[src/rtl/not4_bist.sv]
// ---------------------------------------------------------------------------
// not4_bist -- built-in self-test engine for the 4-bit dual-lane NOT unit.
//
// A start pulse launches a run.
// - Each vector is driven onto a/b and held for SETTLE_CYCLES cycles.
// - x/y are then sampled in a one-cycle CHECK step.
// - Mismatching vectors are counted, saturating at 255.
// - The first failing {a,b} is captured.
//
// Parameters:
//   NUM_VECTORS   vectors per run (1..256, capped at 255 in LFSR mode)
//   SETTLE_CYCLES hold cycles per vector before sampling (1..15)
//
// Optional build macro:
//   NOT4_BIST_LFSR_EN  vectors come from an 8-bit Fibonacci LFSR
//                      (x^8+x^6+x^5+x^4+1, seeded 0x01) instead of a counter
//
// Ports:
//   clk        clock, rising edge
//   rst_n      asynchronous active-low reset
//   start      starts a run when sampled high in IDLE or DONE
//   a, b       operands to NOT4 (held after a run, cleared only by reset)
//   x, y       NOT4 results
//   busy       run in progress
//   done       run complete (sticky until the next accepted start)
//   pass       no mismatches in the run (meaningful while done)
//   err_count  failing vectors, saturating at 255
//   fail_vec   {a,b} of the first failing vector, 0 if none
// ---------------------------------------------------------------------------
module not4_bist #(
  parameter int NUM_VECTORS   = 256,
  parameter int SETTLE_CYCLES = 1
) (
  input  logic       clk,
  input  logic       rst_n,
  input  logic       start,
  output logic [3:0] a,
  output logic [3:0] b,
  input  logic [3:0] x,
  input  logic [3:0] y,
  output logic       busy,
  output logic       done,
  output logic       pass,
  output logic [7:0] err_count,
  output logic [7:0] fail_vec
);

`ifdef NOT4_BIST_LFSR_EN
  // The LFSR never reaches zero, so at most 255 distinct vectors exist.
  localparam int NUM_EFF = (NUM_VECTORS > 255) ? 255 : NUM_VECTORS;
`else
  localparam int NUM_EFF = NUM_VECTORS;
`endif
  localparam logic [7:0] LAST_IDX    = 8'(NUM_EFF - 1);
  localparam logic [3:0] SETTLE_LAST = 4'(SETTLE_CYCLES - 1);

  typedef enum logic [1:0] {S_IDLE, S_APPLY, S_CHECK, S_DONE} state_t;

  state_t      state_q, state_d;
  logic [7:0]  idx_q;        // vectors completed so far in this run
  logic [3:0]  settle_q;     // cycles spent in APPLY for the current vector
  logic [7:0]  err_q;
  logic [7:0]  fail_vec_q;
  logic        pass_q;
  logic [7:0]  vec;          // {a,b} currently driven
  logic        start_run;
  logic        vec_fail;

`ifdef NOT4_BIST_LFSR_EN
  logic [7:0] lfsr_q;
  logic       lfsr_fb;
  assign lfsr_fb = lfsr_q[7] ^ lfsr_q[5] ^ lfsr_q[4] ^ lfsr_q[3];
  assign vec     = lfsr_q;
`else
  assign vec     = idx_q;
`endif

  assign a = vec[7:4];
  assign b = vec[3:0];

  assign start_run = start && ((state_q == S_IDLE) || (state_q == S_DONE));
  // Case inequality so an X/Z on the result bus counts as a failure.
  assign vec_fail  = (x !== ~a) || (y !== ~b);

  // State register
  always_ff @(posedge clk or negedge rst_n) begin
    if (!rst_n) state_q <= S_IDLE;
    else        state_q <= state_d;
  end

  // Next-state logic
  always_comb begin
    state_d = state_q;
    case (state_q)
      S_IDLE, S_DONE: if (start) state_d = S_APPLY;
      S_APPLY:        if (settle_q == SETTLE_LAST) state_d = S_CHECK;
      S_CHECK:        state_d = (idx_q == LAST_IDX) ? S_DONE : S_APPLY;
      default:        state_d = S_IDLE;
    endcase
  end

  // Outputs
  always_comb begin
    busy      = (state_q == S_APPLY) || (state_q == S_CHECK);
    done      = (state_q == S_DONE);
    pass      = pass_q;
    err_count = err_q;
    fail_vec  = fail_vec_q;
  end

  // Datapath: vector source, settle timer, result registers
  always_ff @(posedge clk or negedge rst_n) begin
    if (!rst_n) begin
      idx_q      <= '0;
      settle_q   <= '0;
      err_q      <= '0;
      fail_vec_q <= '0;
      pass_q     <= 1'b0;
`ifdef NOT4_BIST_LFSR_EN
      lfsr_q     <= '0;
`endif
    end else if (start_run) begin
      idx_q      <= '0;
      settle_q   <= '0;
      err_q      <= '0;
      fail_vec_q <= '0;
      pass_q     <= 1'b0;
`ifdef NOT4_BIST_LFSR_EN
      lfsr_q     <= 8'h01;
`endif
    end else begin
      case (state_q)
        S_APPLY: begin
          settle_q <= (settle_q == SETTLE_LAST) ? 4'd0 : settle_q + 4'd1;
        end
        S_CHECK: begin
          if (vec_fail) begin
            if (err_q != 8'hFF) err_q <= err_q + 8'd1;
            // err_q is still zero only before the first failure of the run.
            if (err_q == 8'd0) fail_vec_q <= vec;
          end
          if (idx_q == LAST_IDX) begin
            pass_q <= (err_q == 8'd0) && !vec_fail;
          end else begin
            idx_q  <= idx_q + 8'd1;
`ifdef NOT4_BIST_LFSR_EN
            lfsr_q <= {lfsr_q[6:0], lfsr_fb};
`endif
          end
        end
        default: ;
      endcase
    end
  end

endmodule

[config.mk]
export PLATFORM = sky130hd
export DESIGN_NAME = not4_bist
export DESIGN_NICKNAME = d
export VERILOG_FILES = /design/src/rtl/not4_bist.sv
export SDC_FILE = /design/constraint.sdc
export NUM_CORES = 1
export LEC_CHECK = 0
export ABC_AREA = 1
export BUFFER_PORTS_ARGS = -buffer_cell sky130_fd_sc_hd__buf_2
export CORE_ASPECT_RATIO = 0.8
export CORE_MARGIN = 1
export CORE_UTILIZATION = 45
export DETAILED_ROUTE_END_ITERATION = 12
export GPL_TIMING_DRIVEN = 0
export PLACE_DENSITY = 0.67
export SYNTH_ARGS = -nofsm -noshare
export SYNTH_HDL_FRONTEND = slang
export SYNTH_SLANG_ARGS = --single-unit
export TNS_END_PERCENT = 1
[constraint.sdc]
create_clock -name clk -period 2.7 [get_ports clk]
set_clock_uncertainty 0.15 [all_clocks]
set_input_delay 0.27 -clock clk [delete_from_list [all_inputs] [get_ports clk]]
set_output_delay 0.27 -clock clk [all_outputs]
set_load 0.01 [all_outputs]
==> impl_metrics.ini, run 1 <==
[power]
p_comb_share_pct = 25.7
power.share.switching_pct = 33.4
pwr-share-clk_pct = 28.3
total_leakage_power_uw = 0.00124
seqPwrFrac_pct = 46.0
net-switching-power_uw = 438
worst_voltage_drop_across_the_vdd_grid_v = 0.000387
p_per_area_mw_per_mm2 = 581
power_report.internal_total_uw = 874

[floorplanning]
floorplan.die.width_um = 74.8
design.die.area_mm2 = 0.00450
effective_utilization_at_floorplan_pct = 48.5
count_of_boundary_i_o_pins = 38
std_cell_rows = 20
die-height_um = 60.2
placeableCoreArea_mm2 = 0.00393

[timing]
worst_slew_margin_rel_pct = 54.2
fmax_ghz = 0.472
final_critical_path_setup_slack_ns = 0.580
worst_pin_slew_ns = 0.687
finalHoldViolCount = 0
setup_viol = 0
period_share_pct = 78.5
slew_viol_final = 0
rsz0062_at_grt = false
setup_total_negative_slack_ns = 0
min_period_ns = 2.12

[logic_synthesis]
synthDominantCellAreaShare_pct = 40.7
syn-instance-count = 257
syn-num-nets = 276
synth-seq-cells = 31
yosys.area.top_type = dfrtp_1
synthTopCellsByArea = dfrtp_1, nand2_1, nor2_1, ha_1, nand3_1
number_of_warnings_printed_during_yosys_synthesis = 0
synth_sequential_area_ratio_pct = 40.7
synth_area_per_cell_um2 = 7.41
mappedNetlistArea_mm2 = 0.00191
synth_cell_types = 28

[global_routing]
grt_pass1_wl_um = 7130
grt_start_max_net_pins = 32
grt_overflow = 0
antenna_found_initial = 0
first_global_vias = 1573
grt.total_usage_pct = 21.4

[setup_path]
critical_path_capture_point_type = flop
critical_path_peak_fanout = 10
family_with_the_most_delay_on_the_worst_path = simple AND/OR/NAND/NOR gates
worstPathArrival_ns = 2.17
cpMostUsedCell = nand2_1
crit_chain = inv_1, ha_1, nand2_2, nand2_1, inv_1, nand2_1, nor2_1, nand3_1, nand2_1, buf_2, nand2_1, o21ai_0
critPathSlowestCell = dfrtp_1
setup.worst_path.class = reg -> reg
timing.critical_path.depth = 12
timing.critical_path.slowest_cell_delay_ns = 0.40
crit_required_ns = 2.75
timing.reg2reg.worst_path_depth = 12
start_kind = flop
crit_path_buf_inv_count = 3

[min_path]
worst_hold_path.num_cells = 4
min-delay-path-class = in -> reg

[clock_tree]
cts_resized = 0
cts_tree = yes
cts-root-buf = clkbuf_8
cts_made_buffers = 5
htree_num_levels = 2
worstSkewPairLatency_ns = 0.28
clk_pin_slew_ns = 0.07
clock_sinks = 31
cts.path.max_buffers = 2
cts.repair_timing.setup_buffer_count = 0

[finish]
final_layout_size_suffix_gt1_share_pct = 21.2
final_net_count = 321
area_growth_syn_to_layout_pct = 18.5
antenna_cells = 0
most_common_cell_after_layout_fill_and_taps_aside = nand2_1
layout.cells.most_common_list = nand2_1, buf_2, dfrtp_1, nor2_1, inv_1

[detailed_routing]
detail_route.iter0.violations = 82
drcViolationCount = 0
dr.pass1.iters = 4
ant_nets = 0
routed-via-count = 1764
drt-wirelength-per-cell_um = 11.9
finalWirelength_um = 4240
vias_per_cell = 4.94

[run]
max_cap_violations = 0

[placement]
place.detailed.hpwl_um = 3080
gpl.final_weighted_congestion = 0.808
port_buffers = 37
pre_cts_slack_ns = 0.606

[run_status]
run_status = finished, final reports clean
[path summary, 6_finish.rpt]
path / from / end / slack, ns
min reg2reg: fail_vec[0]$_DFFE_PN0P_ / fail_vec[0]$_DFFE_PN0P_ / 0.33
min in group asynchronous: rst_n / err_count[5]$_DFFE_PN0P_ / 0.41
max: state_q[0]$_DFFE_PN0P_ / fail_vec[5]$_DFFE_PN0P_ / 0.58
min: start / state_q[1]$_DFFE_PN0P_ / 0.21
max reg2reg: state_q[0]$_DFFE_PN0P_ / fail_vec[5]$_DFFE_PN0P_ / 0.58
max in group asynchronous: rst_n / fail_vec[7]$_DFFE_PN0P_ / 1.54
[final cells by class]
type,count,area [um^2]
Buffer,8,52.6
Clock buffer,6,82.6
Clock inverter,1,5.00
Fill cell,403,1670
Inverter,27,101
Multi-Input combinational cell,191,976
Sequential cell,31,776
Tap cell,55,68.8
Timing Repair Buffer,38,195
[sequential cells by signal, indices dropped and copies added, names as in the netlist]
signal	flops
err_count	8
fail_vec	8
idx_q	8
settle_q	4
state_q	2
pass	1
[cells in the mapped netlist]
master    instances
clkbuf_1          1
ha_1              8
nand3_4           1
inv_1            24
o21ai_4           1
o21bai_1          1
nand4_1           9
nand2_2           4
xor2_1            3
o21ai_0          18
buf_4             1
nand2_1          81
nand3_1          18
o22ai_1           2
nand3_2           1
buf_1             1
xnor2_1           5
o21ai_2           2
or2_2             1
o21ai_1           2
nor2_4            1
buf_2             3
dfrtp_1          31
or2_1             1
inv_2             3
buf_6             2
a21oi_1           4
nor2_1           28
[power by group through the flow]
| stage | clock [uW] | sequential (uW) | combinational, uW |
|---|---|---|---|
| after global placement | 0 | 607 | 333 |
| after global routing | 401 | 616 | 402 |
| final | 371 | 603 | 337 |
| after CTS | 379 | 603 | 339 |
| after floorplan | 0 | 632 | 193 |
| after detailed placement | 0 | 611 | 337 |
[logic make-up (layout without fill, tap and decap cells)]
kind of cell	count (synthesis)	in the layout	share of synthesized area, %
and+or+nand+nor	145	145	33.2
buffers and inverters	35	80	8.08
DFF	31	31	40.7
AOI/OAI and AO/OA	30	30	9.13
adders and majority gates	8	8	5.25
xor gates and xnor gates	8	8	3.68
[timing repair]
item,in CTS,in global routing
hold buffers,1,0
setup endpoints to repair,0,0
endpoints found under the hold margin,31,0
[metal layers]
layer  part of all wire [%]  vias up  global-route usage (%)
met1                     51      810                    30.3
li1                       -      910                       -
met2                     44       41                    32.7
met4                   0.38        0                    5.66
met5                      0        -                       0
met3                    4.8        3                    5.06
[per-stage QoR]
stage | power, uW | area [um^2] | instances | utilization [%] | hold WS, ns
global route | 1420 | 2260 | 357 | 57.5 | 0.226
floorplan | 824 | 1910 | 257 | - | -0.176
finish | 1310 | 2260 | 357 | 57.5 | 0.214
CTS | 1320 | 2260 | 357 | 57.5 | 0.224
detailed placement | 947 | 2160 | 349 | 55.0 | 0.210
global placement | 940 | 2160 | 349 | 55.0 | 0.214
[worst register-to-register path, cell delays in order, from the launching register on]
cell     delay, ns
dfrtp_1       0.40
inv_1         0.06
ha_1          0.31
nand2_2       0.15
nand2_1       0.07
inv_1         0.05
nand2_1       0.05
nor2_1        0.08
nand3_1       0.12
nand2_1       0.23
buf_2         0.24
nand2_1       0.07
o21ai_0       0.07
Power figures use the tool's default switching activity.
==> run 2: changes to the inputs <==
--- a/config.mk
+++ b/config.mk
@@ -5,14 +5,14 @@
 export SDC_FILE = /design/constraint.sdc
 export NUM_CORES = 1
 export LEC_CHECK = 0
-export ABC_AREA = 1
+export ABC_AREA = 0
 export BUFFER_PORTS_ARGS = -buffer_cell sky130_fd_sc_hd__buf_2
 export CORE_ASPECT_RATIO = 0.8
 export CORE_MARGIN = 1
 export CORE_UTILIZATION = 45
 export DETAILED_ROUTE_END_ITERATION = 12
 export GPL_TIMING_DRIVEN = 0
-export PLACE_DENSITY = 0.67
+export PLACE_DENSITY = 0.7
 export SYNTH_ARGS = -nofsm -noshare
 export SYNTH_HDL_FRONTEND = slang
 export SYNTH_SLANG_ARGS = --single-unit
==> constraint.sdc (replaced) <==
create_clock -name clk -period 1.8 [get_ports clk]
set_clock_uncertainty 0.15 [all_clocks]
set_input_delay 0.18 -clock clk [delete_from_list [all_inputs] [get_ports clk]]
set_output_delay 0.18 -clock clk [all_outputs]
set_load 0.01 [all_outputs]
==> impl_metrics.ini, run 2 <==
[run_status]
run_status = complete, but fails checks
violations = setup timing

[timing]
period_share_pct = 111
finalHoldViolCount = 0
final_critical_path_setup_slack_ns = -0.192
fmax_ghz = 0.502
setup_viol = 16
worst_pin_slew_ns = 0.688
setup_total_negative_slack_ns = -1.98
slew_viol_final = 0
fin_hold_ws_ns = 0.0869
min_period_ns = 1.99
rsz0062_at_grt = true
worst_slew_margin_rel_pct = 54.1

[logic_synthesis]
synth_sequential_area_ratio_pct = 43.2
synth_cell_types = 33
ys_dominant_reg_cell = dfrtp_1
yosys.area.top_type = dfrtp_1
syn-instance-count = 192
synthDominantCellAreaShare_pct = 43.2
ys_async_sr_fraction_pct = 100
synthTopCellsByCount = nand2_1, dfrtp_1, nor2_1, mux2i_1, and3_1
syn-num-nets = 211
synth_area_per_cell_um2 = 9.35
synth_enable_flop_cells = 0
number_of_warnings_printed_during_yosys_synthesis = 0
synth-seq-cells = 31
post-synth-top-count-cell = nand2_1
synthTopCellsByArea = dfrtp_1, nand2_1, mux2i_1, ha_1, xnor2_1
mappedNetlistArea_mm2 = 0.00180

[min_path]
worst_hold_path.num_cells = 3
min_to = state_q[0]$_DFFE_PN0P_
launch_point_of_the_worst_hold_path = start
min-delay-path-class = in -> reg

[floorplanning]
effective_utilization_at_floorplan_pct = 47.2
die-height_um = 58.5
count_of_boundary_i_o_pins = 38
design.die.area_mm2 = 0.00425
floorplan.die.width_um = 72.6
std_cell_rows = 20
placeableCoreArea_mm2 = 0.00380

[setup_path]
crit_chain = inv_2, ha_4, or4b_4, nor4_4, and3_1, buf_6, mux2i_1
r2r_start = err_count[1]$_DFFE_PN0P_
setup.worst_path.class = reg -> reg
worstPathArrival_ns = 2.06
worst-r2r-setup-slack_ns = -0.19
critical_path.reg2reg.endpoint = fail_vec[2]$_DFFE_PN0P_
critPathSlowestCell = or4b_4
timing.reg2reg.worst_path_depth = 7
critical_path_capture_point_type = flop
start_kind = flop
crit_required_ns = 1.86
timing.critical_path.slowest_cell_delay_ns = 0.46
critical_path_peak_fanout = 8

[placement]
placement.cell_area_mm2 = 0.00205
dp.cells = 284
port_buffers = 37
gpl.final_weighted_congestion = 0.794
place.detailed.hpwl_um = 2820

[clock_tree]
cts_tree = yes
cts_made_buffers = 5
clock_sinks = 31
htree_num_levels = 2
clk_pin_slew_ns = 0.07
cts-root-buf = clkbuf_8
cts.path.max_buffers = 2
worstSkewPairLatency_ns = 0.29

[global_routing]
antenna_found_initial = 0
grt_pass1_wl_um = 6870
grt_overflow = 0
grt.total_usage_pct = 21.8
first_global_vias = 1476
grt_start_max_net_pins = 32

[power]
power_report.internal_total_uw = 1720
power.share.switching_pct = 35.8
net-switching-power_uw = 957
seqPwrFrac_pct = 32.5
total_leakage_power_uw = 0.00113
p_per_area_mw_per_mm2 = 1170
p_comb_share_pct = 40.7
worst_voltage_drop_across_the_vdd_grid_v = 0.000766
pwr-share-clk_pct = 26.8

[finish]
filler_cell_count = 351
area_growth_syn_to_layout_pct = 27.6
count_of_placed_standard_cells_in_the_final_layout_fillers_left_out = 299
most_common_cell_after_layout_fill_and_taps_aside = buf_2
final_layout_size_suffix_gt1_share_pct = 31.6
layout.cells.most_common_list = buf_2, nand2_1, dfrtp_1, nor2_1, mux2i_1
antenna_cells = 0
design_area_mm2 = 0.00229
fin_util_pct = 60.2
final_net_count = 262

[detailed_routing]
vias_per_cell = 5.29
dr.pass1.iters = 4
finalWirelength_um = 4110
drcViolationCount = 0
detail_route.iter0.violations = 87
drt-wirelength-per-cell_um = 13.8
routed-via-count = 1581
ant_nets = 0

[run]
max_cap_violations = 0
## run 2: cell types whose count changed in the layout (fill, tap and decap cells not counted), moves of 4 or more
cell     before  now
nand2_1      81   32
inv_1        24    5
nor2_1       28   13
o21ai_0      18    5
mux2i_1       0   11
nand3_1      18    7
and3_1        0   10
buf_4         1    8
a31oi_1       0    4
## run 2: kinds of logic after synthesis
| logic type | share of synthesized area (%) |
|---|---|
| AO/OA/AOI/OAI | 8.36 |
| adder cells (fa/ha/maj) | 5.58 |
| XOR/XNOR | 6.34 |
| buffers and inverters | 3.97 |
| flip-flops | 43.2 |
| multiplexers | 6.13 |
| AND/OR/NAND/NOR | 26.4 |
## run 2: timing repair
item | CTS | global route
setup buffers | 5 | 1
resized for setup | 14 | 13
setup endpoints to repair | 28 | 27
pin swaps | 5 | 5
hold buffers | 1 | 0
hold endpoints to repair | 31 | 0
## run 2: power groups by stage
stage,Clock (uW),Combinational [uW],Sequential (uW)
2_1_floorplan,0,582,888
3_3_place_gp,0,842,883
3_5_place_dp,0,861,884
4_1_cts,738,1020,864
5_1_grt,774,1220,880
6_report,716,1090,869
## run 2: critical path: cells and delay by family (launching register included)
family                   cells  cell delay (ns)
AND/OR/NAND/NOR              3             0.82
flip-flops                   1             0.39
buffers and inverters        2             0.23
multiplexers                 1             0.19
adder cells (fa/ha/maj)      1             0.12
## run 2: per-stage QoR
stage,total power (uW),setup WS (ns)
2_1_floorplan,1470,-0.150
3_3_place_gp,1720,-0.245
3_5_place_dp,1740,-0.287
4_1_cts,2630,-0.280
5_1_grt,2870,-0.332
6_report,2670,-0.192
## run 2: per-layer routing
layer	GRT usage [%]	up-vias	wire length, um
met5	0	-	0
met4	6.44	0	43
met3	7.36	7	269
met2	34.7	47	1900
met1	28.4	755	1900
li1	-	772	-
## run 2: worst max path at each step
| stage | from | to | slack, ns | cells past startpoint |
|---|---|---|---|---|
| floorplan | err_count[0]$_DFFE_PN0P_ | fail_vec[0]$_DFFE_PN0P_ | -0.15 | 7 |
| global placement | state_q[0]$_DFFE_PN0P_ | idx_q[4]$_DFFE_PN0P_ | -0.25 | 6 |
| detailed placement | err_count[1]$_DFFE_PN0P_ | fail_vec[2]$_DFFE_PN0P_ | -0.29 | 7 |
| CTS | err_count[0]$_DFFE_PN0P_ | fail_vec[2]$_DFFE_PN0P_ | -0.28 | 7 |
| global route | err_count[1]$_DFFE_PN0P_ | fail_vec[1]$_DFFE_PN0P_ | -0.33 | 7 |
| finish | err_count[1]$_DFFE_PN0P_ | fail_vec[2]$_DFFE_PN0P_ | -0.19 | 7 |
## run 2: layout make-up
class / instances / area [um^2] / area share (%)
Multi-Input combinational cell: 145 / 1000 / 43.7
Sequential cell: 31 / 779 / 34.0
Timing Repair Buffer: 44 / 240 / 10.5
Clock buffer: 6 / 82.6 / 3.60
Tap cell: 55 / 68.8 / 3.00
Buffer: 9 / 56.3 / 2.46
Clock inverter: 2 / 35.0 / 1.53
Inverter: 7 / 26.3 / 1.15
